==> src/rtl/env_state_seq.sv <==
// Voice sequencer and per-voice envelope state store for the time-multiplexed envelope engine.
// Reads one voice per cycle, presents it to the engine, and writes the engine result back LAT cycles later.
module env_state_seq #(
    parameter int NV  = 8,
    parameter int VSZ = 3,
    parameter int LAT = 5,
    parameter int CSZ = 15,
    parameter int ASZ = 9
) (
    input  logic           clk,
    input  logic           reset_n,
    input  logic           run,
    input  logic           kc_we,
    input  logic [VSZ-1:0] kc_voice,
    input  logic           kc_on,
    output logic           e_active,
    output logic           e_trig,
    output logic [1:0]     e_st,
    output logic [CSZ-1:0] e_ctr,
    output logic [ASZ-1:0] e_val,
    input  logic [1:0]     o_st,
    input  logic [CSZ-1:0] o_ctr,
    input  logic [ASZ-1:0] o_val,
    input  logic [ASZ-1:0] atten,
    output logic           att_vld,
    output logic [VSZ-1:0] att_voice,
    output logic [ASZ-1:0] atten_out,
    output logic           busy
);

    localparam int WW = 2 + CSZ + ASZ;

    typedef enum logic {S_INIT, S_RUN} state_t;

    state_t         state;
    logic [VSZ-1:0] init_ctr;
    logic [VSZ-1:0] issue_ctr;
    logic           issue;

    logic [WW-1:0]  mem [NV];
    logic           we;
    logic [VSZ-1:0] wa;
    logic [WW-1:0]  wd;

    logic [NV-1:0]  active;
    logic [NV-1:0]  pend;
    logic [NV-1:0]  kc_sel;
    logic [NV-1:0]  rd_sel;

    logic [LAT:0]   dl_vld;
    logic [VSZ-1:0] dl_voice [LAT+1];

    assign issue = (state == S_RUN) && run;

    always_ff @(posedge clk) begin
        if (!reset_n) begin
            state     <= S_INIT;
            init_ctr  <= '0;
            issue_ctr <= '0;
            busy      <= 1'b1;
        end else begin
            case (state)
                S_INIT: begin
                    init_ctr <= init_ctr + 1'b1;
                    if (init_ctr == VSZ'(NV - 1)) begin
                        state <= S_RUN;
                        busy  <= 1'b0;
                    end
                end
                S_RUN: begin
                    if (run) begin
                        issue_ctr <= issue_ctr + 1'b1;
                    end
                end
                default: state <= S_INIT;
            endcase
        end
    end

    // Init sweep and writeback share the single write port; they are never active together.
    always_comb begin
        we = 1'b0;
        wa = init_ctr;
        wd = {2'd3, {CSZ{1'b0}}, {ASZ{1'b1}}};
        if (reset_n && (state == S_INIT)) begin
            we = 1'b1;
        end else if (reset_n && dl_vld[LAT]) begin
            we = 1'b1;
            wa = dl_voice[LAT];
            wd = {o_st, o_ctr, o_val};
        end
    end

    always_ff @(posedge clk) begin
        if (we) begin
            mem[wa] <= wd;
        end
    end

    always_ff @(posedge clk) begin
        if (!reset_n || (state == S_INIT)) begin
            e_st     <= 2'd3;
            e_ctr    <= '0;
            e_val    <= '1;
            e_active <= 1'b0;
            e_trig   <= 1'b0;
        end else if (issue) begin
            {e_st, e_ctr, e_val} <= mem[issue_ctr];
            e_active             <= active[issue_ctr];
            e_trig               <= pend[issue_ctr];
        end else begin
            // Bubble: sustain with rate 0 keeps the engine idle; ctr/val hold last data.
            e_st     <= 2'd2;
            e_active <= 1'b0;
            e_trig   <= 1'b0;
        end
    end

    for (genvar gi = 0; gi < NV; gi++) begin : g_sel
        assign kc_sel[gi] = kc_we && (state == S_RUN) && (kc_voice == VSZ'(gi));
        assign rd_sel[gi] = issue && (issue_ctr == VSZ'(gi));
    end

    // A key-control write to the voice being read wins, so its trigger lands on the next lap.
    always_ff @(posedge clk) begin
        if (!reset_n) begin
            active <= '0;
            pend   <= '0;
        end else begin
            for (int i = 0; i < NV; i++) begin
                if (kc_sel[i]) begin
                    active[i] <= kc_on;
                    pend[i]   <= kc_on;
                end else if (rd_sel[i]) begin
                    pend[i] <= 1'b0;
                end
            end
        end
    end

    always_ff @(posedge clk) begin
        if (!reset_n) begin
            dl_vld <= '0;
        end else begin
            dl_vld <= {dl_vld[LAT-1:0], issue};
        end
    end

    always_ff @(posedge clk) begin
        dl_voice[0] <= issue_ctr;
        for (int k = 1; k <= LAT; k++) begin
            dl_voice[k] <= dl_voice[k-1];
        end
    end

    always_ff @(posedge clk) begin
        if (!reset_n) begin
            att_vld   <= 1'b0;
            att_voice <= '0;
            atten_out <= '0;
        end else begin
            att_vld <= dl_vld[LAT];
            if (dl_vld[LAT]) begin
                att_voice <= dl_voice[LAT];
                atten_out <= atten;
            end
        end
    end

endmodule

==> config.mk <==
export PLATFORM = sky130hd
export DESIGN_NAME = env_state_seq
export DESIGN_NICKNAME = d
export VERILOG_FILES = /design/src/rtl/env_state_seq.sv
export SDC_FILE = /design/constraint.sdc
export NUM_CORES = 1
export LEC_CHECK = 0
export ABC_AREA = 1
export CORE_ASPECT_RATIO = 0.9
export CORE_UTILIZATION = 58
export DETAILED_ROUTE_END_ITERATION = 10
export PLACE_DENSITY_LB_ADDON = 0.15
export SLEW_MARGIN = 25
export SYNTH_ARGS = -nofsm -noshare
export SYNTH_HDL_FRONTEND = slang
export SYNTH_SLANG_ARGS = --single-unit
export TNS_END_PERCENT = 50
==> constraint.sdc <==
create_clock -name clk -period 3.45 [get_ports clk]
set_input_delay 1.035 -clock clk [delete_from_list [all_inputs] [get_ports clk]]
set_output_delay 1.035 -clock clk [all_outputs]
set_load 0.01 [all_outputs]
-- After elaboration in Yosys (flattened, before gate mapping)
Memories as Yosys holds them, arrays and structs flattened. A register that Yosys moved wholly into a read port is not among the register bits.
Index checks and enable logic that the tools add are counted.
- RAM bits: 226
- logic and storage cells: 120
- memories kept: 2
- register bits after elaboration: 71
- output and inout port bits: 42
- equality and inequality tests: 15
- $lt $le $gt $ge: 1
- $add $sub $neg: 2
- multiplexer cells: 33
- bitwise logic cells: 2
- reduce and logical (&&, ||, !) cells: 35
- memories (name ; words ; bits a word ; read ports ; clocked after memory_dff ; wr ports ; line ; source):
    mem ; 8 ; 26 ; 1 ; 1 ; 1 ; 40 ; logic [WW-1:0] mem [NV];
    dl_voice ; 6 ; 3 ; 6 ; 0 ; 6 ; 51 ; logic [VSZ-1:0] dl_voice [LAT+1];
- operators by type and width (operator ; number):
    26-bit two-way mux ; 2
    3-bit equality test (second input constant) ; 9
    1-bit two-way mux ; 25
    1-bit logical AND ; 20
    2-bit nonzero test ; 8
    3-bit by 2-bit equality test with 1-bit output (second input constant) ; 4
    3-bit two-way mux ; 4
    3-bit by 1-bit adder with 3-bit output (second input constant) ; 2
    1-bit binary-select mux with 3-bit select ; 2
    3-bit by 1-bit equality test with 1-bit output (second input constant) ; 2
    3-bit zero test ; 2
    3-bit by 4-bit less-than comparator with 1-bit output (second input constant) ; 1
    2-bit AND reduction ; 2
    1-bit inverter ; 2
    2-bit OR reduction ; 1
    1-bit zero test ; 1
    1-bit logical OR ; 1

-- Depth between registers and ports, before layout
Gate-level depths: netlist of run 1.
- word-level depth: 5
- depth in mapped cells: 10
- mapped depth without buffers: 8

-- Least setup slack after synthesis of run 1
OpenSTA, ideal clock, no wires.
- path type: in2reg
- start point: input reset_n
- end point: memory mem[6][0] (netlist name) (enable)
- path buffers: 2
- arrival: 2.848 ns
- cell stages on the path: 9
- setup time: 0.409 ns
- path slack: 0.194 ns
- cells stage by stage: buf_6 nand2_8 inv_6 nand2_4 buf_6 nand2_1 o21ai_2 nand2_1 nor2_1
- word-level cells in the longest chain between the ends: 5
- elaborated cells between the ends (all ways): 8
- ends and longest elaborated chain (element ; line ; source):
    start, declared ; 11 ; input logic reset_n,
    1-bit logical AND ; 87 ; end else if (reset_n && dl_vld[LAT]) begin
    1-bit two-way mux ; 87 ;
    1-bit two-way mux ; 85 ; if (reset_n && (state == S_INIT)) begin
    1-bit two-way mux ; 95 ; if (we) begin
    1-bit two-way mux (implied by the code) ; 96 ; mem[wa] <= wd;
    end, declared ; 40 ;
Parallel ways exist; a longest one is shown, timed or not.

-- Worst setup path after layout of run 1
- start point: input reset_n
- end point: memory mem[6][7] (netlist name) (enable)
Same word-level chain as after synthesis.

==> flow_summary.json, run 1 <==
{
  "cts-resized-gates": 0,
  "cts-root-buf": "clkbuf_16",
  "grt_max_degree": 75,
  "ys_types": 28,
  "start_util_pct": 59.92,
  "end_kind": "flop",
  "core_area_um2": 20170,
  "yosys-top-cells-area": "edfxtp_1 (52%), dfxtp_1 (15%), nand2_1 (7.1%), nand3_1 (6.3%), inv_1 (5.4%)",
  "overflow": 0,
  "min_period_over_period_pct": 77.82,
  "io_pins": 85,
  "grt_usage_pct": 25.14,
  "crit_fanout": 21,
  "syn_inst": 1193,
  "fin_worst_skew_ns": 0.01511,
  "multi_input_area_um2": 2989,
  "hold_violations": 0,
  "drt_iter0_markers": 640,
  "r2r_end": "e_val[8]",
  "synth_top_area_share_pct": 51.68,
  "post-route-util_pct": 70.17,
  "vias_per_cell": 5.311,
  "grt_pass1_wl_um": 41550,
  "synth_edf_count": 208,
  "whs_path_depth": 0,
  "finalSetupViolations": 0,
  "worstMarginPinSlew_ns": 0.9790,
  "numCtsBuffers": 30,
  "p_leak_uw": 0.005756,
  "fmax_mhz": 372.5,
  "r2r_slack_ns": 1.21,
  "start_kind": "primary input",
  "die_h_um": 138.9,
  "areaGrowthSynthToFinish_pct": 17.11,
  "synth_fp_nets": 1244,
  "nNetsFinal": 1330,
  "n_antenna_cell": 0,
  "hold_start": "dl_voice[2][2]",
  "tns_ns": 0,
  "async_reset_ff_share_pct": 0,
  "antenna_found_initial": 0,
  "grt_setup_unrepaired": "false",
  "drt_wl_total_um": 26010,
  "slew_viol_final": 0,
  "maxCapViolCount": 0,
  "yosys_most_used_dff": "edfxtp_1",
  "register_area_um2": 8092,
  "clockBufferDepth": 3,
  "io_buffers": 84,
  "fp.dieArea_um2": 21420,
  "vdd_ir_drop_max_mv": 0.5182,
  "wl_per_cell_um": 16.69,
  "die_x_um": 154.2,
  "post_cts.repair.setup_buffers": 0,
  "min_period_ns": 2.685,
  "first_global_vias": 8068,
  "ys_warn_count": 0,
  "synth.largest_area_cell": "edfxtp_1",
  "clkTransAtPathRegs_ns": 0.06,
  "slew-limit-headroom_pct": 34.64,
  "clock_sinks": 300,
  "status": "complete, no violations",
  "h-tree-depth": 1,
  "critical_path_arrival_ns": 2.89,
  "synth_common_cells": "nand2_1 (229), edfxtp_1 (208), inv_1 (175)",
  "seq_area_frac_synth_pct": 66.92,
  "rows": 49,
  "syn-cell-area_um2": 12090,
  "worstSkewPairLatency_ns": 0.54,
  "ys_ff_latch": 300,
  "routed-via-count": 8275,
  "drtAntennaViolNets": 0,
  "yosysMostFrequentCell": "nand2_1",
  "place_congestion": 0.7993,
  "drc": 0,
  "whs_endpoint": "dl_voice[3][2]",
  "ff2ff_path_depth": 7,
  "cts_tree": "done",
  "dr.pass1.iters": 5,
  "dp_hpwl_um": 15450,
  "fillers": 1443,
  "drive_gt1_share_pct": 8.749,
  "hp-class": "reg -> reg",
  "cts_hold_buf": 0,
  "synth.avg_cell_area_um2": 10.13,
  "pwr_density_cell_nw_per_um2": 514.3,
  "path_class": "in -> reg",
  "crit_required_ns": 3.65
}
[layer usage]
metal	track usage, %	wire length, µm	part of all wire, %	vias to the layer above
li1	-	-	-	4056
met1	34.46	11100	43	3859
met2	41.17	12300	47	301
met3	3.562	1731	6.7	59
met4	9.211	868	3.3	0
met5	0	0	0	-
[layout make-up]
| class | instances | area share [%] |
|---|---|---|
| inverter | 184 | 4.915 |
| multi-input combinational | 650 | 21.12 |
| clock inverter | 17 | 0.7603 |
| sequential | 300 | 57.17 |
| clock buffer | 39 | 6.126 |
| tap | 255 | 2.254 |
| timing repair buffer | 113 | 7.656 |
[how the worst max path moves through the flow]
stage / start / to / slack [ns] / depth (start not counted)
floorplan: reset_n / mem[6][0] / 0.19 / 9
global placement: reset_n / mem[6][7] / 0.25 / 8
detailed placement: reset_n / mem[6][7] / 0.21 / 8
CTS: reset_n / mem[6][7] / 0.78 / 8
global route: reset_n / mem[6][23] / 0.63 / 8
finish: reset_n / mem[6][7] / 0.77 / 8
[flip-flops by register name, summed over array words and instances (netlist names), 6 cells and up, named ones only]
| name | count |
|---|---|
| atten_out | 9 |
| active | 8 |
| e_ctr | 15 |
| dl_vld | 6 |
| e_val | 9 |
| pend | 8 |
| dl_voice | 18 |
| mem | 208 |
[logic make-up (layout without fill, tap and decap cells)]
| group | count (synthesis) | count (layout) | synth area share, % |
|---|---|---|---|
| flops | 300 | 300 | 66.92 |
| xor+xnor | 1 | 1 | 0.07248 |
| compound gates | 123 | 123 | 5.425 |
| fa+ha+maj | 8 | 8 | 0.8283 |
| simple gates | 518 | 518 | 18.24 |
| buf+inv | 243 | 353 | 8.510 |
[cell usage in the layout, fill, tap and decap left out]
cell,netlist,routed
o21ai_4,1,1
dfxtp_4,0,1
clkbuf_1,12,3
inv_4,0,1
dfxtp_1,92,91
nand2_8,1,1
clkbuf_16,0,32
or2_2,11,11
xor2_1,1,1
buf_4,6,27
o211ai_1,10,10
edfxtp_1,208,208
ha_1,8,8
clkinv_2,0,12
inv_6,1,1
o21ai_2,1,1
buf_12,0,2
clkbuf_8,0,4
clkinv_1,3,6
nand2_4,2,2
nand2_1,229,229
nand2_2,2,2
o21ai_0,50,50
inv_1,175,175
o21ai_1,11,11
nor2_2,2,10
a21oi_1,50,50
nor2_1,118,110
nand3_1,153,153
clkdlybuf4s50_1,0,84
inv_2,5,5
bufinv_16,0,1
[critical path, stage by stage]
cell	delay [ns]
clkdlybuf4s50_1	0.62
nand2_8	0.13
inv_6	0.09
nand2_4	0.17
o21ai_1	0.25
nand2_1	0.12
nor2_2	0.14
buf_4	0.31
[stage by stage]
step / power, µW / area, µm² / cells / hold WS (ns) / worst slack (ns)
floorplan: 4094 / 12090 / 1193 / 0.3096 / 0.1937
global placement: 4209 / 13180 / 1502 / 0.3096 / 0.2499
detailed placement: 4213 / 13180 / 1502 / 0.3121 / 0.2131
CTS: 7329 / 14150 / 1558 / 0.3258 / 0.7799
global route: 7482 / 14150 / 1558 / 0.3311 / 0.6306
finish: 7279 / 14150 / 1558 / 0.3241 / 0.7653
[power by group]
group | internal (µW) | switching [µW]
sequential | 3870 | 17.8
combinational | 96.8 | 148
clock | 1840 | 1310
total | 5810 | 1470
(Power assumes the default switching activity.)
==> run 2: changes to the inputs <==
- clock period: 3.45 -> 2.5 ns (I/O delays scaled with it)
==> flow_summary.json, run 2 (same netlist as run 1, synthesis figures left out) <==
{
  "status": "complete, no violations",
  "pre_cts_slack_ns": -0.2147,
  "slowest_delay_ns": 0.46,
  "largest_registers": "mem x208, dl_voice x18, e_ctr x15",
  "nNetsFinal": 1337,
  "cts-resized-gates": 0,
  "tns_ns": 0,
  "place_area_um2": 13330,
  "fp.dieArea_um2": 21420,
  "io_pins": 85,
  "end_kind": "flop",
  "path_cells": "clkdlybuf4s50_1, buf_4, nand2_8, inv_6, nand2_4, o21ai_1, nand2_1, nor2_2, buf_4",
  "n_antenna_cell": 0,
  "cts_tree": "done",
  "routed-via-count": 8221,
  "drt_iter0_markers": 582,
  "post-route-util_pct": 70.76,
  "stdcell_area_um2": 14270,
  "multi_input_area_um2": 2989,
  "antenna_found_initial": 0,
  "drive_gt1_share_pct": 8.792,
  "cts_hold_buf": 0,
  "clkTransAtPathRegs_ns": 0.06,
  "start_kind": "primary input",
  "drt_wl_total_um": 26140,
  "numCtsBuffers": 28,
  "h-tree-depth": 1,
  "clock_sinks": 300,
  "crit_fanout": 8,
  "critical-path-top-delay-family": "buffers and inverters",
  "final_common_cell": "nand2_1",
  "hp-class": "reg -> reg",
  "grt_setup_unrepaired": "false",
  "final_cell_mix": "nand2_1 (229), edfxtp_1 (208), inv_1 (175), nand3_1 (153), nor2_1 (110)",
  "areaGrowthSynthToFinish_pct": 18.11,
  "cp_slowest_cell": "clkdlybuf4s50_1",
  "die_x_um": 154.2,
  "fmax_mhz": 459.6,
  "vias_per_cell": 5.260,
  "pwr_density_cell_nw_per_um2": 696.8,
  "vdd_ir_drop_max_mv": 0.5792,
  "core_area_um2": 20170,
  "setup_ws_ns": 0.3241,
  "cp_common_cell": "buf_4",
  "post_cts.repair.setup_buffers": 0,
  "min_period_over_period_pct": 87.04,
  "overflow": 0,
  "die_h_um": 138.9,
  "fillers": 1401,
  "rows": 49,
  "register_area_um2": 8092,
  "dr.pass1.iters": 5,
  "holdWs_ns": 0.3258,
  "worstMarginPinSlew_ns": 0.7215,
  "grt_max_degree": 125,
  "p_leak_uw": 0.005778,
  "path_class": "in -> reg",
  "slew_viol_final": 0,
  "critical_path_arrival_ns": 2.40,
  "clockBufferDepth": 3,
  "fin_worst_skew_ns": 0.009206,
  "min_period_ns": 2.176,
  "finalSetupViolations": 0,
  "wl_per_cell_um": 16.73,
  "drtAntennaViolNets": 0,
  "worstSkewPairLatency_ns": 0.53,
  "hold_violations": 0,
  "slew-limit-headroom_pct": 51.83,
  "largest_reg_flops": 208,
  "cts-root-buf": "clkbuf_16",
  "cp_num_buf_inv": 4,
  "dp_hpwl_um": 15080,
  "grt_pass1_wl_um": 41960,
  "crit_required_ns": 2.73,
  "place_congestion": 0.8224,
  "drc": 0,
  "maxCapViolCount": 0,
  "start_util_pct": 59.92,
  "largest-register": "mem",
  "first_global_vias": 7966,
  "io_buffers": 84,
  "grt_usage_pct": 25.40
}
==> run 2: cell count changes in the layout (fill, tap and decap cells not counted), sizes merged <==
cell and delta:
buf +9, clkinv -7, clkbuf +3, clkinvlp +1
inv -1
==> run 2: worst paths after layout <==
kind	startpoint	slack, ns	endpoint	depth (start not counted)
setup reg to reg	state	0.61	mem[6][7]	7
hold reg to reg	dl_voice[3][0]	0.33	dl_voice[4][0]	0
setup / recovery	reset_n	0.32	mem[6][7]	9
hold / removal	dl_voice[3][0]	0.33	dl_voice[4][0]	0
==> run 2: power by group <==
group          internal, µW  switching (µW)  total, µW  leakage, µW
Combinational           146             211        357      0.00269
Clock                  2490            1730       4220     0.000461
Sequential             5350            23.3       5370      0.00262
Total                  7980            1960       9950      0.00578
==> run 2: area by class of cell <==
class	instances	area share, %
clock inverters	10	0.5084
inverters	184	4.874
multi-input cells	650	20.94
flip-flops and latches	300	56.69
repair buffers	122	8.678
clock buffers	42	6.075
well taps	255	2.235
==> run 2: through the flow <==
stage / power (µW) / std cells
6_report: 9945 / 1563
4_1_cts: 10010 / 1563
5_1_grt: 10230 / 1563
3_3_place_gp: 5825 / 1511
2_1_floorplan: 5653 / 1193
3_5_place_dp: 5834 / 1511
==> run 2: layer usage <==
| layer | share of wire (%) | track usage (%) |
|---|---|---|
| met1 | 42 | 34.87 |
| met5 | 0 | 0 |
| met3 | 6.6 | 3.094 |
| met2 | 49 | 43.23 |
| met4 | 2.4 | 6.474 |
